### src/rtl/dot_product_row_scheduler.sv
// Streams NROWS matrix rows plus the vector through the dot-product unit in zero-padded NI-lane beats, one result per row.
// Beat period is 4 cycles plus I_am_ready wait; rows stall on a finish rising edge. ROW_TIMEOUT_EN adds a WAIT_FIN timeout.
module dot_product_row_scheduler #(
    parameter int NOE    = 10,
    parameter int NI     = 8,
    parameter int NROWS  = 4,
    parameter int ADDR_W = 8
`ifdef ROW_TIMEOUT_EN
    ,
    parameter int TIMEOUT = 255
`endif
) (
    input  logic                clk,
    input  logic                reset,
    input  logic                start,
    output logic                busy,
    output logic                done,
    output logic                mat_rd_en,
    output logic [ADDR_W-1:0]   mat_rd_addr,
    input  logic [32*NI-1:0]    mat_rd_data,
    output logic [ADDR_W-1:0]   vec_rd_addr,
    input  logic [32*NI-1:0]    vec_rd_data,
    output logic [32*NI-1:0]    first_row_input,
    output logic [32*NI-1:0]    second_row_input,
    output logic                outsider_read_now,
    output logic [31:0]         no_of_multiples,
    input  logic                I_am_ready,
    input  logic                finish,
    input  logic [31:0]         dot_product_output,
    output logic [31:0]         result_data,
    output logic [ADDR_W-1:0]   result_row,
    output logic                result_valid
`ifdef ROW_TIMEOUT_EN
    ,
    output logic                timeout_err
`endif
);

    localparam int B = (NOE + NI - 1) / NI;
    localparam logic [ADDR_W-1:0] B_LAST   = ADDR_W'(B - 1);
    localparam logic [ADDR_W-1:0] ROW_LAST = ADDR_W'(NROWS - 1);

    typedef enum logic [2:0] {
        S_IDLE,
        S_FETCH,
        S_LOAD,
        S_ISSUE,
        S_WAIT_RDY,
        S_WAIT_FIN,
        S_DONE
    } state_t;

    state_t             state, state_nxt;
    logic [ADDR_W-1:0]  row, beat;
    logic               finish_q;
    logic               fin_edge;
    logic               tmo_hit;
    logic               row_end;
    logic [32*NI-1:0]   mat_masked, vec_masked;

    assign fin_edge        = finish & ~finish_q;
    assign row_end         = (state == S_WAIT_FIN) && (fin_edge || tmo_hit);
    assign no_of_multiples = 32'(B);
    assign mat_rd_addr     = ADDR_W'(int'(row) * B + int'(beat));
    assign vec_rd_addr     = beat;

    // Lanes past the end of the row read as zero so the pad contributes nothing to the sum.
    always_comb begin
        mat_masked = '0;
        vec_masked = '0;
        for (int k = 0; k < NI; k++) begin
            if (int'(beat) * NI + k < NOE) begin
                mat_masked[32*(NI-k)-1 -: 32] = mat_rd_data[32*(NI-k)-1 -: 32];
                vec_masked[32*(NI-k)-1 -: 32] = vec_rd_data[32*(NI-k)-1 -: 32];
            end
        end
    end

    always_ff @(posedge clk or negedge reset) begin
        if (!reset) begin
            state <= S_IDLE;
        end else begin
            state <= state_nxt;
        end
    end

    always_comb begin
        state_nxt         = state;
        busy              = 1'b1;
        done              = 1'b0;
        mat_rd_en         = 1'b0;
        outsider_read_now = 1'b0;
        case (state)
            S_IDLE: begin
                busy = 1'b0;
                if (start) state_nxt = S_FETCH;
            end
            S_FETCH: begin
                mat_rd_en = 1'b1;
                state_nxt = S_LOAD;
            end
            S_LOAD:  state_nxt = S_ISSUE;
            S_ISSUE: begin
                outsider_read_now = 1'b1;
                state_nxt         = S_WAIT_RDY;
            end
            S_WAIT_RDY: begin
                if (I_am_ready) state_nxt = (beat == B_LAST) ? S_WAIT_FIN : S_FETCH;
            end
            S_WAIT_FIN: begin
                if (row_end) state_nxt = (row == ROW_LAST) ? S_DONE : S_FETCH;
            end
            S_DONE: begin
                busy      = 1'b0;
                done      = 1'b1;
                state_nxt = S_IDLE;
            end
            default: state_nxt = S_IDLE;
        endcase
    end

    always_ff @(posedge clk or negedge reset) begin
        if (!reset) begin
            row              <= '0;
            beat             <= '0;
            finish_q         <= 1'b0;
            first_row_input  <= '0;
            second_row_input <= '0;
            result_data      <= '0;
            result_row       <= '0;
            result_valid     <= 1'b0;
        end else begin
            // Edge detector runs in every state so a level held across rows never looks like a new edge.
            finish_q     <= finish;
            result_valid <= 1'b0;
            case (state)
                S_IDLE: begin
                    if (start) begin
                        row  <= '0;
                        beat <= '0;
                    end
                end
                S_LOAD: begin
                    first_row_input  <= mat_masked;
                    second_row_input <= vec_masked;
                end
                S_WAIT_RDY: begin
                    if (I_am_ready && beat != B_LAST) beat <= beat + ADDR_W'(1);
                end
                S_WAIT_FIN: begin
                    if (row_end) begin
                        result_data  <= fin_edge ? dot_product_output : 32'hFFFF_FFFF;
                        result_row   <= row;
                        result_valid <= 1'b1;
                        if (row != ROW_LAST) begin
                            row  <= row + ADDR_W'(1);
                            beat <= '0;
                        end
                    end
                end
                default: ;
            endcase
        end
    end

`ifdef ROW_TIMEOUT_EN
    localparam int TMO_W = $clog2(TIMEOUT + 1);
    logic [TMO_W-1:0] tmo_cnt;

    assign tmo_hit = (state == S_WAIT_FIN) && !fin_edge && (tmo_cnt == TMO_W'(TIMEOUT - 1));

    always_ff @(posedge clk or negedge reset) begin
        if (!reset) begin
            tmo_cnt     <= '0;
            timeout_err <= 1'b0;
        end else begin
            if (state != S_WAIT_FIN || row_end) tmo_cnt <= '0;
            else                                tmo_cnt <= tmo_cnt + TMO_W'(1);
            if (tmo_hit) timeout_err <= 1'b1;
        end
    end
`else
    assign tmo_hit = 1'b0;
`endif

endmodule

### config.mk
export PLATFORM = sky130hd
export DESIGN_NAME = dot_product_row_scheduler
export DESIGN_NICKNAME = d
export VERILOG_FILES = /design/src/rtl/dot_product_row_scheduler.sv
export SDC_FILE = /design/constraint.sdc
export NUM_CORES = 1
export LEC_CHECK = 0
export BUFFER_PORTS_ARGS = -buffer_cell sky130_fd_sc_hd__buf_2
export CAP_MARGIN = 20
export CORE_AREA = 2 2 445 447
export CTS_CLUSTER_DIAMETER = 80
export DETAILED_ROUTE_END_ITERATION = 12
export DIE_AREA = 0 0 447 449
export HOLD_SLACK_MARGIN = 0.12
export PLACE_DENSITY = 0.3
export RECOVER_POWER = 50
export SLEW_MARGIN = 20
export SYNTH_ARGS = -nofsm -noshare
export SYNTH_HDL_FRONTEND = slang
export SYNTH_SLANG_ARGS = --single-unit
### constraint.sdc
create_clock -name clk -period 2.6 [get_ports clk]
set_input_delay 0.26 -clock clk [delete_from_list [all_inputs] [get_ports clk]]
set_output_delay 0.26 -clock clk [all_outputs]
set_load 0.01 [all_outputs]
; ---- Yosys cells after proc, flatten, opt, wreduce, memory -nomap -nowiden
; Cells that the tools add are included.
[word_totals]
regBits = 573
in_bits = 549
output_inout_bits = 605
[classes]
n_addsub = 10
n_lt_le_gt_ge = 8
n_eq_ne = 15
n_mux = 37
bitwise = 2
reduce_logical = 10
[ops]
columns = cell, count
row1 = 32-bit two-way mux, 17
row2 = "12-bit by 4-bit < comparator with 1-bit output, second input constant", 7
row3 = "11-bit by 3-bit adder with 12-bit output, second input constant", 4
row4 = 8-bit two-way mux, 6
row5 = "11-bit by 2-bit adder with 12-bit output, second input constant", 2
row6 = 8-bit one-hot mux with 3 select lines, 1
row7 = 3-bit one-hot mux with 6 select lines, 1
row8 = "8-bit by 1-bit adder with 8-bit output, second input constant", 2
row9 = 8-bit one-hot mux with 2 select lines, 1
row10 = 3-bit two-way mux, 5
row11 = "11-bit by 1-bit adder with 12-bit output, second input constant", 1
row12 = "11-bit by 4-bit < comparator with 1-bit output, second input constant", 1
row13 = "3-bit equality test, second input constant", 3
row14 = 8-bit adder, 1
row15 = "8-bit by 1-bit equality test with 1-bit output, second input constant", 1
row16 = "8-bit by 2-bit equality test with 1-bit output, second input constant", 1
row17 = "2-bit != test, second input constant", 4
row18 = "8-bit by 1-bit != test with 1-bit output, second input constant", 1
row19 = "8-bit by 2-bit != test with 1-bit output, second input constant", 1
row20 = "3-bit by 2-bit equality test with 1-bit output, second input constant", 2
row21 = 1-bit two-way mux, 6
row22 = 5-bit AND reduction, 1
row23 = 4-bit AND reduction, 1
row24 = "3-bit by 1-bit equality test with 1-bit output, second input constant", 1
row25 = other kinds (10), 11

; ---- Logic depth before layout (Yosys ltp)
[depth]
depth_word = 5
mapped_depth = 8

; ---- Worst setup path after synthesis
; OpenSTA, ideal clock, no wires.
[synth_path]
path_type = register to output
from = register beat[1] (netlist: vec_rd_addr[1])
to = output mat_rd_addr[7]
arrival_ps = 1759
t_required_ps = 2340
setup_slack_ps = 581
stages_incl_launch_ff = 8
path_cell_list = dfrtp_1 > ha_1 > inv_1 > fa_1 > nor2b_1 > o21a_1 > o21ai_0 > a211oi_1
[synth_between]
elab_chain_len = 1
[synth_lines]
columns = element, line
row1 = from (decl), 54  ; logic [ADDR_W-1:0] row, beat;
row2 = from (signal assigned), 148  ; if (I_am_ready && beat != B_LAST) beat <= beat + ADDR_W'(1);
row3 = 8-bit adder, 64  ; assign mat_rd_addr = ADDR_W'(int'(row) * B + int'(beat));
row4 = to (decl), 19  ; output logic [ADDR_W-1:0] mat_rd_addr,
; Every way passes these cells.

; ---- Worst setup path after layout
; Ends and elaborated chain as after synthesis.

==> results.txt <==
peak supply drop -> 0.574 mV
via count -> 19682
Clock Root Buffer -> clkbuf_16
total wire length -> 113 mm
fin nets -> 3706
Final setup viols -> 2
mapped cell area -> 21300 um^2
RSZ-0062 raised after global routing -> true
vias in the first global route -> 20852
Least-Margin Pin Slew -> 1.59 ns
Leak -> 17.3 nW
Pre-antenna DRT Iters -> 5
Worst path slowest cell -> dfrtp_1
CTS tree -> built
Starting DRT DRC Count -> 1174
final HPWL from detailed placement -> 85.0 mm
number of max-cap violations -> 1
synth unique cells -> 56
ys flop type -> dfrtp_1
CP max FO -> 3
first-pass GRT wire length -> 158 mm
combinational power share -> 40.7%
sequential share of power -> 35.2%
wire per inst -> 19.2 um
# fillers -> 21905
largest net degree at the start of global routing -> 129
final hold vios -> 0
Via density -> 3.36
r2r setup slk -> 0.25 ns
Tot GR Track Use -> 10.8%
Seq cells post-synth -> 573
Sw Share -> 39.0%
met2 GRT Util -> 19.0%
share of cells above drive strength 1 -> 32.4%
Synth top cells by count -> dfrtp_1 (573), a22o_1 (513), clkbuf_1 (58), buf_4 (53), mux2_2 (40)
biggest area consumer among synthesized cells -> dfrtp_1
P&R area growth vs syn -> 77.5%
GRT met3 Usage -> 2.33%
Synth top area share -> 67.2%
most frequent cell after synthesis -> dfrtp_1
failing checks -> capacitance limit, slew limit, setup timing
Synth area leaders -> dfrtp_1 (67%), a22o_1 (21%), mux2_2 (2.1%)
Reg clk slew, reported paths -> 0.06 ns
Syn Inst Count -> 1436
total power -> 43.7 mW
DIE WIDTH -> 447 um
Skew-Pair Late Insertion Delay -> 0.71 ns
busiest grt layer -> met2
final core occ -> 19.3%
Final Cycle Share -> 103%
DRC -> 0
number of flops mapped to enable cells by yosys -> 0
H-tree Lvls -> 3
PD cells -> 1150 nW/um^2
crit path DAT -> 2.41 ns
initial core utilization -> 10.9%
CTS sink cnt -> 573
worst min path class -> input port to register
Worst Setup Path Type -> register to output pin
Largest stage delay, worst path -> 0.41 ns
Rows -> 163
met1 usage -> 12.9%
Min Clock Period, post-route -> 2.67 ns
setup ws final -> -0.0747 ns
fraction of registers with async set/reset -> 100%
Hold WS -> 0.294 ns
global route overflow -> 0
clock skew -> 0.0287 ns
FMAX -> 374 MHz
Clock Power Share -> 24.2%
Pint -> 26.7 mW
Slew headroom -> -5.67%
DIE AREA -> 201000 um^2
status -> finished with violations
Ports -> 1154
cells along the critical path -> ha_2 > inv_2 > fa_2 > nor2b_1 > o21a_2 > o2111a_1 > a211oi_2 > buf_2
Worst Path Required -> 2.34 ns
switching pwr -> 17.0 mW
clk buf depth -> 3
Startpoint Class -> register
core area -> 196000 um^2
Yosys warning count -> 0
sequential element share of the synthesized area -> 67.2%
initial antenna violation count -> 10
routability cong. -> 0.840
die height -> 449 um
TritonCTS Buffers -> 78
Register Area -> 14300 um^2
area occupied by multi-input gates -> 6170 um^2
Slew Viols, Final -> 37
antenna viol nets, final -> 0
mean cell area of the mapped netlist -> 14.9 um^2
Critical Path End Type -> output pin
port bufs -> 1121
## logic make-up (layout without fill, tap and decap cells)
logic type | Yosys count | in the layout | synth area share [%]
XOR/XNOR | 5 | 5 | 0.205
AO/OA/AOI/OAI | 557 | 557 | 22.6
AND/OR/NAND/NOR | 74 | 74 | 2.07
other | 2 | 40 | 0.0352
adder cells (fa/ha/maj) | 10 | 10 | 0.621
multiplexers | 44 | 44 | 2.31
flip-flops | 573 | 573 | 67.2
buffers and inverters | 171 | 1910 | 4.97
## through the flow
stage | worst slack, ns | std cells | cell area [um^2] | setup TNS, ns
after floorplan | 0.581 | 1466 | 21500 | 0
after detailed placement | 0.346 | 5148 | 30300 | 0
after global placement | 0.377 | 5148 | 30300 | 0
after CTS | -0.277 | 5841 | 38400 | -0.493
after global routing | -0.256 | 5847 | 37900 | -2.58
final | -0.0747 | 5853 | 37900 | -0.145
## layout make-up
class	count	share of cell area, %
sequential	573	37.9
tap	2640	8.72
inverter	9	0.0892
multi-input combinational	722	16.3
clock buffer	113	5.74
clock inverter	25	0.803
antenna	8	0.0528
timing repair buffer	1763	30.5
## worst max-delay path, delay by kind of cell, from the launching register on
kind | cells | cell delay, ns
buffers and inverters | 2 | 0.23
DFF | 1 | 0.41
AOI/OAI and AO/OA | 3 | 0.64
and+or+nand+nor | 1 | 0.05
adders and majority gates | 2 | 0.40
## per-layer routing
| metal | part of all wire (%) | vias up | routed length, um |
|---|---|---|---|
| met5 | 0 | - | 0 |
| met4 | 2.3 | 0 | 2560 |
| met3 | 5.6 | 121 | 6280 |
| met2 | 51 | 698 | 57900 |
| met1 | 41 | 9953 | 46000 |
| li1 | - | 8910 | - |
## cell usage in the layout, fill, tap and decap left out, types with 4 or more instances in the layout
master         netlist  routed
ha_1                 9       4
xnor2_1              4       4
diode_2              0       8
nor2_1               8       7
buf_6               25      10
clkbuf_2             0      12
dfrtp_1            573     571
nor4_1               4       4
nand3_1              6       5
a31oi_1             10      10
buf_4               53      56
dlygate4sd3_1        0     550
clkbuf_16            0      78
clkbuf_1            58     376
conb_1               2      32
buf_2               26     770
nand2b_1             4       4
o21ai_0              8       7
nand2_1             12      12
clkbuf_8             0       9
ha_4                 0       4
nand4_1              7       7
clkinv_2             0      12
mux2_2              40      40
inv_1                9       8
and3_1               8       7
nor3_1               4       4
buf_12               0      13
a22o_1             513     513
## path summary, 6_finish.rpt
kind	start	end	depth (start not counted)
min in group asynchronous	reset	second_row_input[219]$_DFFE_PN0P_	3
max in group asynchronous	reset	second_row_input[217]$_DFFE_PN0P_	4
setup / recovery	vec_rd_addr[1]$_DFFE_PN0P_	mat_rd_addr[7]	8
setup reg to reg	row[1]$_DFFE_PN0P_	vec_rd_addr[1]$_DFFE_PN0P_	5
hold / removal	mat_rd_data[253]	first_row_input[253]$_DFFE_PN0P_	3
hold reg to reg	second_row_input[78]$_DFFE_PN0P_	second_row_input[78]$_DFFE_PN0P_	1
## state kept, by name, summed over array words and instances (netlist names)
register          count
result_data          32
result_row            8
result_valid          1
state                 3
vec_rd_addr           8
second_row_input    256
row                   8
first_row_input     256
finish_q              1
## power groups by stage
stage	logic, mW	registers [mW]	clock network, mW
floorplan	7.72	16.9	0
global placement	18.2	15.4	0
detailed placement	18.2	15.3	0
CTS	19.0	15.3	11.1
global route	19.2	15.9	11.4
finish	17.8	15.4	10.6
## repair_timing
item / 4_1_cts / 5_1_grt
pin swaps: 6 / 9
cloned: 0 / 0
setup endpoints to repair: 4 / 3
setup buffers: 5 / 4
hold buffers: 550 / 0
endpoints found under the hold margin: 1058 / 0
resized for setup: 13 / 8
Note: power is estimated with default switching activity, not from simulation.
